**config.mk**
```make
export PLATFORM = sky130hd
export DESIGN_NAME = spi_target
export DESIGN_NICKNAME = d
export VERILOG_FILES = /design/src/rtl/spi_pkg.sv /design/src/rtl/spi_sync_edge.sv /design/src/rtl/spi_target.sv
export SDC_FILE = /design/constraint.sdc
export NUM_CORES = 1
export LEC_CHECK = 0
export ABC_AREA = 1
export CORE_ASPECT_RATIO = 0.8
export CORE_UTILIZATION = 40
export CTS_CLUSTER_DIAMETER = 200
export CTS_CLUSTER_SIZE = 28
export DETAILED_ROUTE_END_ITERATION = 6
export DONT_BUFFER_PORTS = 1
export GPL_TIMING_DRIVEN = 0
export PLACE_DENSITY = 0.56
export SYNTH_ARGS = -nofsm -noshare
export SYNTH_HDL_FRONTEND = slang
export SYNTH_SLANG_ARGS = --single-unit
```
**constraint.sdc**
```tcl
create_clock -name clk -period 1.55 [get_ports clk]
set_input_delay 0.31 -clock clk [delete_from_list [all_inputs] [get_ports clk]]
set_output_delay 0.31 -clock clk [all_outputs]
set_load 0.01 [all_outputs]
```
**src/rtl/spi_pkg.sv**
```systemverilog
// Shared constants and state encoding for the SPI mode-0 responder.
package spi_pkg;

    localparam int unsigned SPI_SYNC_STAGES = 2;
    localparam int unsigned BYTE_W          = 8;
    localparam int unsigned BIT_CTR_W       = 3;

    localparam logic [BYTE_W-1:0] IDLE_BYTE_DEFAULT = 8'hff;

    typedef enum logic [1:0] {
        WAIT_HIGH = 2'd0,
        IDLE      = 2'd1,
        ACTIVE    = 2'd2
    } spi_state_e;

endpackage

```
**src/rtl/spi_sync_edge.sv**
```systemverilog
// Synchroniser for an asynchronous pin plus single-cycle rise/fall events.
module spi_sync_edge
    import spi_pkg::*;
(
    input  logic clk,
    input  logic reset,
    input  logic din,
    output logic rise_c,
    output logic fall_c
);

    logic [SPI_SYNC_STAGES-1:0] sync_q;
    logic                       edge_q;
    logic                       level;

    // Chain resets low so a pin already low at reset release never yields a fall event.
    always_ff @(posedge clk) begin
        if (reset) begin
            sync_q <= '0;
            edge_q <= 1'b0;
        end else begin
            sync_q <= {sync_q[SPI_SYNC_STAGES-2:0], din};
            edge_q <= sync_q[SPI_SYNC_STAGES-1];
        end
    end

    assign level  = sync_q[SPI_SYNC_STAGES-1];
    assign rise_c = level & ~edge_q;
    assign fall_c = ~level & edge_q;

endmodule

```
**src/rtl/spi_target.sv**
```systemverilog
// SPI mode-0 responder: oversampled pins, rx byte strobe, one-entry tx holding buffer.
module spi_target
    import spi_pkg::*;
#(
    parameter logic [BYTE_W-1:0] IDLE_BYTE = IDLE_BYTE_DEFAULT
) (
    input  logic              clk,
    input  logic              reset,
    input  logic              spi_ss,
    input  logic              spi_sck,
    input  logic              spi_mosi,
    output logic              spi_miso,
    output logic              spi_miso_en,
    output logic              selected,
    output logic [BYTE_W-1:0] rx_data,
    output logic              rx_valid,
    input  logic [BYTE_W-1:0] tx_data,
    input  logic              tx_valid,
    output logic              tx_ready,
    output logic              underrun,
    input  logic              underrun_clr
);

    spi_state_e state, state_next;

    logic ss_rise_c, ss_fall_c, sck_rise_c, sck_fall_c;
    logic [SPI_SYNC_STAGES-1:0] mosi_q;
    logic mosi_s;

    logic [BYTE_W-1:0]    tx_shift;
    logic [BYTE_W-1:0]    tx_buf;
    logic [BYTE_W-2:0]    rx_shift;
    logic [BYTE_W-1:0]    rx_next;
    logic [BIT_CTR_W-1:0] bit_ctr;

    logic start_c, load_c, shift_c, drop_c, rx_step_c, accept_c;

    spi_sync_edge u_ss_sync (
        .clk    (clk),
        .reset  (reset),
        .din    (spi_ss),
        .rise_c (ss_rise_c),
        .fall_c (ss_fall_c)
    );

    spi_sync_edge u_sck_sync (
        .clk    (clk),
        .reset  (reset),
        .din    (spi_sck),
        .rise_c (sck_rise_c),
        .fall_c (sck_fall_c)
    );

    // mosi taken from the same stage depth as the sck edge detector for alignment
    always_ff @(posedge clk) begin
        if (reset) mosi_q <= '0;
        else       mosi_q <= {mosi_q[SPI_SYNC_STAGES-2:0], spi_mosi};
    end
    assign mosi_s = mosi_q[SPI_SYNC_STAGES-1];

    always_ff @(posedge clk) begin
        if (reset) state <= WAIT_HIGH;
        else       state <= state_next;
    end

    always_comb begin
        state_next = state;
        case (state)
            WAIT_HIGH: if (ss_rise_c) state_next = IDLE;
            IDLE:      if (ss_fall_c) state_next = ACTIVE;
            ACTIVE:    if (ss_rise_c) state_next = IDLE;
            default:   state_next = WAIT_HIGH;
        endcase
    end

    // Deselect wins over any sck event seen in the same cycle.
    always_comb begin
        start_c   = 1'b0;
        load_c    = 1'b0;
        shift_c   = 1'b0;
        drop_c    = 1'b0;
        rx_step_c = 1'b0;
        case (state)
            IDLE: begin
                if (ss_fall_c) begin
                    start_c = 1'b1;
                    load_c  = 1'b1;
                end
            end
            ACTIVE: begin
                if (ss_rise_c) begin
                    drop_c = 1'b1;
                end else begin
                    rx_step_c = sck_rise_c;
                    if (sck_fall_c) begin
                        if (bit_ctr == '0) load_c  = 1'b1;
                        else               shift_c = 1'b1;
                    end
                end
            end
            default: ;
        endcase
    end

    assign accept_c = tx_valid & tx_ready;
    assign rx_next  = {rx_shift, mosi_s};
    assign spi_miso = tx_shift[BYTE_W-1];

    always_ff @(posedge clk) begin
        if (reset) begin
            tx_shift    <= '0;
            tx_buf      <= '0;
            tx_ready    <= 1'b1;
            underrun    <= 1'b0;
            rx_shift    <= '0;
            rx_data     <= '0;
            rx_valid    <= 1'b0;
            bit_ctr     <= '0;
            selected    <= 1'b0;
            spi_miso_en <= 1'b0;
        end else begin
            rx_valid    <= 1'b0;
            selected    <= (state_next == ACTIVE);
            spi_miso_en <= (state_next == ACTIVE);

            // A load sees the buffer as it was before any same-cycle accept.
            if (accept_c)    tx_buf <= tx_data;
            if (accept_c)    tx_ready <= 1'b0;
            else if (load_c) tx_ready <= 1'b1;

            if (load_c && tx_ready) underrun <= 1'b1;
            else if (underrun_clr)  underrun <= 1'b0;

            if (load_c)       tx_shift <= tx_ready ? IDLE_BYTE : tx_buf;
            else if (shift_c) tx_shift <= {tx_shift[BYTE_W-2:0], 1'b0};
            else if (drop_c)  tx_shift <= '0;

            if (start_c)        bit_ctr <= '0;
            else if (rx_step_c) bit_ctr <= bit_ctr + BIT_CTR_W'(1);

            if (rx_step_c) begin
                rx_shift <= rx_next[BYTE_W-2:0];
                if (bit_ctr == BIT_CTR_W'(BYTE_W - 1)) begin
                    rx_data  <= rx_next;
                    rx_valid <= 1'b1;
                end
            end
        end
    end

endmodule

```
==> flow_metrics.env, run 1 <==
export IMPL_peakVddDrop_mv=0.654
export IMPL_power_density_nw_per_um2=977
export IMPL_worstPathArrival_ps=1670
export IMPL_vias=1683
export IMPL_rows=22
export IMPL_drv_slew=0
export IMPL_wire_per_inst_um=12.6
export IMPL_htreeDepth=2
export IMPL_grt_pass1_vias=1582
export IMPL_fp_dieArea_um2=5440
export IMPL_routed_wl_mm=4.48
export IMPL_synthCells=278
export IMPL_slew_headroom_pct=67.6
export IMPL_finalCritPeriodShare_pct=94.9
export IMPL_timing_hold_violations_final=0
export IMPL_power_total_mw=2.39
export IMPL_path_max_fanout=5
export IMPL_worstHoldEndpoint="underrun"
export IMPL_reg2reg_slack_ps=80
export IMPL_worstHoldPathType="input pin to flop"
export IMPL_synth_cell_types=27
export IMPL_rsz0062_at_grt="yes"
export IMPL_final_antenna_net_count=0
export IMPL_rr_startpoint="state[0]"
export IMPL_cpPeakStageDelay_ps=340
export IMPL_crit_required_ps=1750
export IMPL_overflow=0
export IMPL_syn2layout_area_growth_pct=18.7
export IMPL_dp_hpwl_mm=2.99
export IMPL_drv_cap=0
export IMPL_synth_seq_area_share_pct=46.7
export IMPL_fin_nets=317
export IMPL_port_buffers=0
export IMPL_fin_crit_ps=1470
export IMPL_critPathSlowestCell="dfxtp_2"
export IMPL_worstPathCellList="inv_2 > ha_4 > inv_2 > a21oi_4 > nand2_2 > nand2_4 > nand2_4 > buf_8 > nand2_1 > nand2_1 > nor2_1 > nor2_1"
export IMPL_place_ws_ps=-132
export IMPL_setup_slack_ps=79.7
export IMPL_final_common_cell="nor2_1"
export IMPL_path_class="flop to flop"
export IMPL_fin_util_pct=51.3
export IMPL_holdPathStages=1
export IMPL_io_pins=29
export IMPL_grt_max_degree=16
export IMPL_fmax_mhz=680
export IMPL_grtUsageTotal_pct=18.5
export IMPL_drive_above_1_share_pct=20.6
export IMPL_cts_tree="yes"
export IMPL_cp_end_kind="flop"
export IMPL_worstReg2RegEnd="tx_shift[4]"
export IMPL_cts_root_buf="clkbuf_8"
export IMPL_cts_buffers=5
export IMPL_whs_ps=68.4
export IMPL_syn_avg_cell_area_um2=7.41
export IMPL_synthesis_area_um2=2060
export IMPL_start_util_pct=43.2
export IMPL_gp_congestion=0.740
export IMPL_vias_per_cell=4.73
export IMPL_antennaDiodeCount=0
export IMPL_clock_sinks=48
export IMPL_initialDrtViolationCount=52
export IMPL_tightestPinTransition_ps=486
export IMPL_status="finished, final reports clean"
export IMPL_cts_clk_slew_worst_paths_ps=90
export IMPL_synth_nets=300
export IMPL_mostFrequentLayoutCells="nor2_1 (70), dfxtp_1 (43), nand2_1 (31), inv_1 (29)"
export IMPL_grt_pass1_wl_mm=7.38
export IMPL_leakage_nw=1.08
export IMPL_min_from="reset"
export IMPL_start_kind="flop"
export IMPL_die_h_um=66.2
export IMPL_clk_latency_ps=300
export IMPL_clk_path_buf_depth=2
export IMPL_drt_first_pass_iters=4
export IMPL_die_w_um=82.2
export IMPL_yosysWarnings=0
export IMPL_setup_violations=0
export IMPL_reg2reg_depth=12
export IMPL_antenna_found_initial=0
export IMPL_drc=0
export IMPL_ys_seq_elements=48
export IMPL_fp_coreArea_um2=4760
export IMPL_clock_skew_ps=4.60
## critical path, delay by kind of cell (launching register included)
| kind | cells | cell delay, ps |
|---|---|---|
| fa+ha+maj | 1 | 130 |
| buf+inv | 3 | 250 |
| simple gates | 7 | 510 |
| flops | 1 | 340 |
| compound gates | 1 | 140 |
## layout make-up
type / count / area, um2
timing repair buffer: 10 / 100
multi-input combinational: 185 / 978
inverter: 36 / 138
clock inverter: 2 / 38.8
sequential: 48 / 967
buffer: 9 / 63.8
fill: 491 / 2320
clock buffer: 6 / 82.6
tap: 60 / 75.1
## state kept, by name, summed over array words and instances (netlist names)
signal             count
u_sck_sync.sync_q      2
state                  2
tx_shift               8
tx_buf                 8
underrun               1
u_ss_sync.sync_q       2
rx_data                8
rx_valid               1
u_ss_sync.edge_q       1
rx_shift               7
u_sck_sync.edge_q      1
mosi_q                 2
tx_ready               1
bit_ctr                3
selected               1
## cells by family (layout without fill, tap and decap cells)
kind of cell | after synthesis | count (layout) | synth area share [%]
AND/OR/NAND/NOR | 142 | 142 | 30.0
flip-flops | 48 | 48 | 46.7
buffers and inverters | 45 | 63 | 9.30
AO/OA/AOI/OAI | 36 | 36 | 9.78
adder cells (fa/ha/maj) | 7 | 7 | 4.25
## worst max-delay path by stage
stage | start | end | cells past startpoint
3_5_place_dp | state[0] | rx_data[4] | 9
6_report | state[0] | tx_shift[4] | 12
3_3_place_gp | state[0] | tx_shift[0] | 6
2_1_floorplan | state[0] | tx_shift[2] | 12
4_1_cts | state[0] | tx_shift[2] | 12
5_1_grt | state[0] | tx_shift[2] | 12
## repair_timing
item	CTS	global route
buffers inserted	4	5
endpoints found under the setup margin	25	23
gates resized for setup	6	28
pin swaps	2	13
hold buffers	0	0
cloned	0	1
## report_power, final
part	switching, mW	internal [mW]	leakage (nW)
logic	0.0853	0.0509	0.622
clock network	0.440	0.528	0.0614
registers	0.0192	1.26	0.393
total	0.544	1.84	1.08
## synthesized netlist by cell type, drive strengths merged
cell / number / area, um2
o21ai: 22 / 110
clkbuf: 3 / 15.0
a211oi: 2 / 15.0
dfxtp: 48 / 961
o211ai: 1 / 7.51
ha: 7 / 87.6
inv: 36 / 135
a21oi: 10 / 61.3
buf: 6 / 41.3
a21boi: 1 / 7.51
or2: 4 / 25.0
nand3b: 2 / 18.8
nand3: 22 / 115
nor3: 1 / 5.00
nor2: 72 / 278
nand2: 41 / 176
## routing by layer
layer,track usage [%],vias to the layer above,part of all wire [%]
li1,-,905,-
met1,25.1,744,52
met2,27.1,29,42
met3,5.52,5,4.9
met4,7.89,0,1.2
met5,0,-,0
## per-stage QoR
| step | setup TNS [ps] | area, um2 | cells |
|---|---|---|---|
| 5_1_grt | -165 | 2440 | 356 |
| 4_1_cts | 0 | 2300 | 350 |
| 6_report | 0 | 2440 | 356 |
| 3_5_place_dp | -1330 | 2130 | 338 |
| 2_1_floorplan | 0 | 2060 | 278 |
| 3_3_place_gp | -850 | 2130 | 338 |
(Power assumes the default switching activity.)
==> run 2: changes to the inputs <==
--- a/config.mk
+++ b/config.mk
@@ -9,11 +9,12 @@
 export CORE_ASPECT_RATIO = 0.8
 export CORE_UTILIZATION = 40
 export CTS_CLUSTER_DIAMETER = 200
-export CTS_CLUSTER_SIZE = 28
 export DETAILED_ROUTE_END_ITERATION = 6
 export DONT_BUFFER_PORTS = 1
 export GPL_TIMING_DRIVEN = 0
 export PLACE_DENSITY = 0.56
+export REMOVE_ABC_BUFFERS = 1
+export SLEW_MARGIN = 20
 export SYNTH_ARGS = -nofsm -noshare
 export SYNTH_HDL_FRONTEND = slang
 export SYNTH_SLANG_ARGS = --single-unit
==> flow_metrics.env, run 2 (same netlist as run 1, synthesis figures left out) <==
export IMPL_status="finished, final reports clean"
export IMPL_cts_clk_slew_worst_paths_ps=90
export IMPL_drt_first_pass_iters=4
export IMPL_fp_coreArea_um2=4760
export IMPL_place_area_um2=2080
export IMPL_drv_slew=0
export IMPL_peakVddDrop_mv=0.655
export IMPL_worstPathArrival_ps=1690
export IMPL_vias_per_cell=4.63
export IMPL_cts_tree="yes"
export IMPL_drc=0
export IMPL_initialDrtViolationCount=61
export IMPL_grt_pass1_wl_mm=6.33
export IMPL_port_buffers=0
export IMPL_reg2reg_slack_ps=60
export IMPL_clock_skew_ps=4.98
export IMPL_drv_cap=0
export IMPL_cp_num_buf_inv=2
export IMPL_antennaDiodeCount=0
export IMPL_io_pins=29
export IMPL_leakage_nw=0.990
export IMPL_clk_path_buf_depth=2
export IMPL_fin_crit_ps=1490
export IMPL_dp_hpwl_mm=2.51
export IMPL_timing_hold_violations_final=0
export IMPL_grt_pass1_vias=1399
export IMPL_rsz0062_at_grt="yes"
export IMPL_clock_sinks=48
export IMPL_finalCritPeriodShare_pct=96.1
export IMPL_path_class="flop to flop"
export IMPL_cp_end_kind="flop"
export IMPL_routed_wl_mm=3.77
export IMPL_cts_buffers=5
export IMPL_critPathTopFamily="simple AND/OR/NAND/NOR gates"
export IMPL_power_total_mw=2.39
export IMPL_antenna_found_initial=0
export IMPL_grt_max_degree=34
export IMPL_mostFrequentLayoutCells="nor2_1 (70), dfxtp_1 (44), nand2_1 (32), inv_1 (31), o21ai_0 (21)"
export IMPL_tightestPinTransition_ps=928
export IMPL_gp_congestion=0.740
export IMPL_start_util_pct=43.2
export IMPL_start_kind="flop"
export IMPL_power_density_nw_per_um2=1020
export IMPL_grtUsageTotal_pct=15.7
export IMPL_crit_required_ps=1750
export IMPL_hold_buffers=0
export IMPL_final_common_cell="nor2_1"
export IMPL_htreeDepth=2
export IMPL_setup_violations=0
export IMPL_cp_depth=8
export IMPL_syn2layout_area_growth_pct=13.6
export IMPL_fin_nets=305
export IMPL_worstHoldPathType="input pin to flop"
export IMPL_slew_headroom_pct=38.1
export IMPL_final_antenna_net_count=0
export IMPL_rows=22
export IMPL_final_area_um2=2340
export IMPL_clk_latency_ps=300
export IMPL_worstPathCellList="inv_1 > ha_2 > nand3_2 > nand2_4 > buf_4 > nand3_1 > nand3_1 > nor2_1"
export IMPL_die_w_um=82.2
export IMPL_vias=1594
export IMPL_path_max_fanout=7
export IMPL_cts_root_buf="clkbuf_8"
export IMPL_die_h_um=66.2
export IMPL_critPathSlowestCell="dfxtp_2"
export IMPL_wire_per_inst_um=11.0
export IMPL_overflow=0
export IMPL_fp_dieArea_um2=5440
export IMPL_cpPeakStageDelay_ps=350
export IMPL_fmax_mhz=672
export IMPL_reg2reg_depth=8
export IMPL_drive_above_1_share_pct=16.2
export IMPL_crit_top_cell="nand3_1"
export IMPL_largestRegisters="rx_data x8, tx_buf x8, tx_shift x8"
export IMPL_holdPathStages=1
## run 2: path summary, 6_finish.rpt
check,endpoint,start
setup / recovery,tx_shift[5],state[1]
hold / removal,state[0],reset
setup reg to reg,tx_shift[5],state[1]
hold reg to reg,u_ss_sync.sync_q[1],u_ss_sync.sync_q[0]
## run 2: area by class of cell
cell class	instances	area, um2
inverter	36	144
tap	60	75.1
sequential	48	968
clock buffer	7	96.3
multi-input combinational	185	973
clock inverter	1	30.0
fill	478	2420
timing repair buffer	7	52.6
## run 2: repair_timing
| action | CTS | global route |
|---|---|---|
| endpoints found under the setup margin | 28 | 30 |
| gates resized for setup | 7 | 19 |
| setup buffers | 6 | 1 |
| gates cloned | 0 | 0 |
| pin swaps | 2 | 3 |
## run 2: layer usage
metal  wire length [um]  global-route usage (%)  up-vias
met5                  0                       0        -
met4                 52                    6.58        0
met3                135                    4.83        6
met2               1470                    22.1       26
met1               2110                    21.8      687
li1                   -                       -      875
## run 2: worst reg2reg max path, stage by stage (launching register included)
cell and delay (ps):
dfxtp_2 350, inv_1 130, ha_2 220, nand3_2 150, nand2_4 140, buf_4 150, nand3_1 100, nand3_1 100
nor2_1 50
## run 2: through the flow
stage,setup WS [ps],setup TNS (ps),instances,hold WS [ps],util [%]
finish,60.8,0,344,59.4,49.1
global placement,-288,-3660,329,380,43.6
global route,-71.5,-629,344,51.5,49.1
floorplan,11.5,0,269,379,-
CTS,-4.80,-5.02,343,55.7,47.8
detailed placement,-291,-4040,329,382,43.6
## run 2: where the power goes
part / switching, mW / total (mW) / leakage [nW] / internal, mW
Combinational: 0.0698 / 0.114 / 0.533 / 0.0439
Sequential: 0.0244 / 1.29 / 0.393 / 1.26
Clock: 0.420 / 0.990 / 0.0645 / 0.569
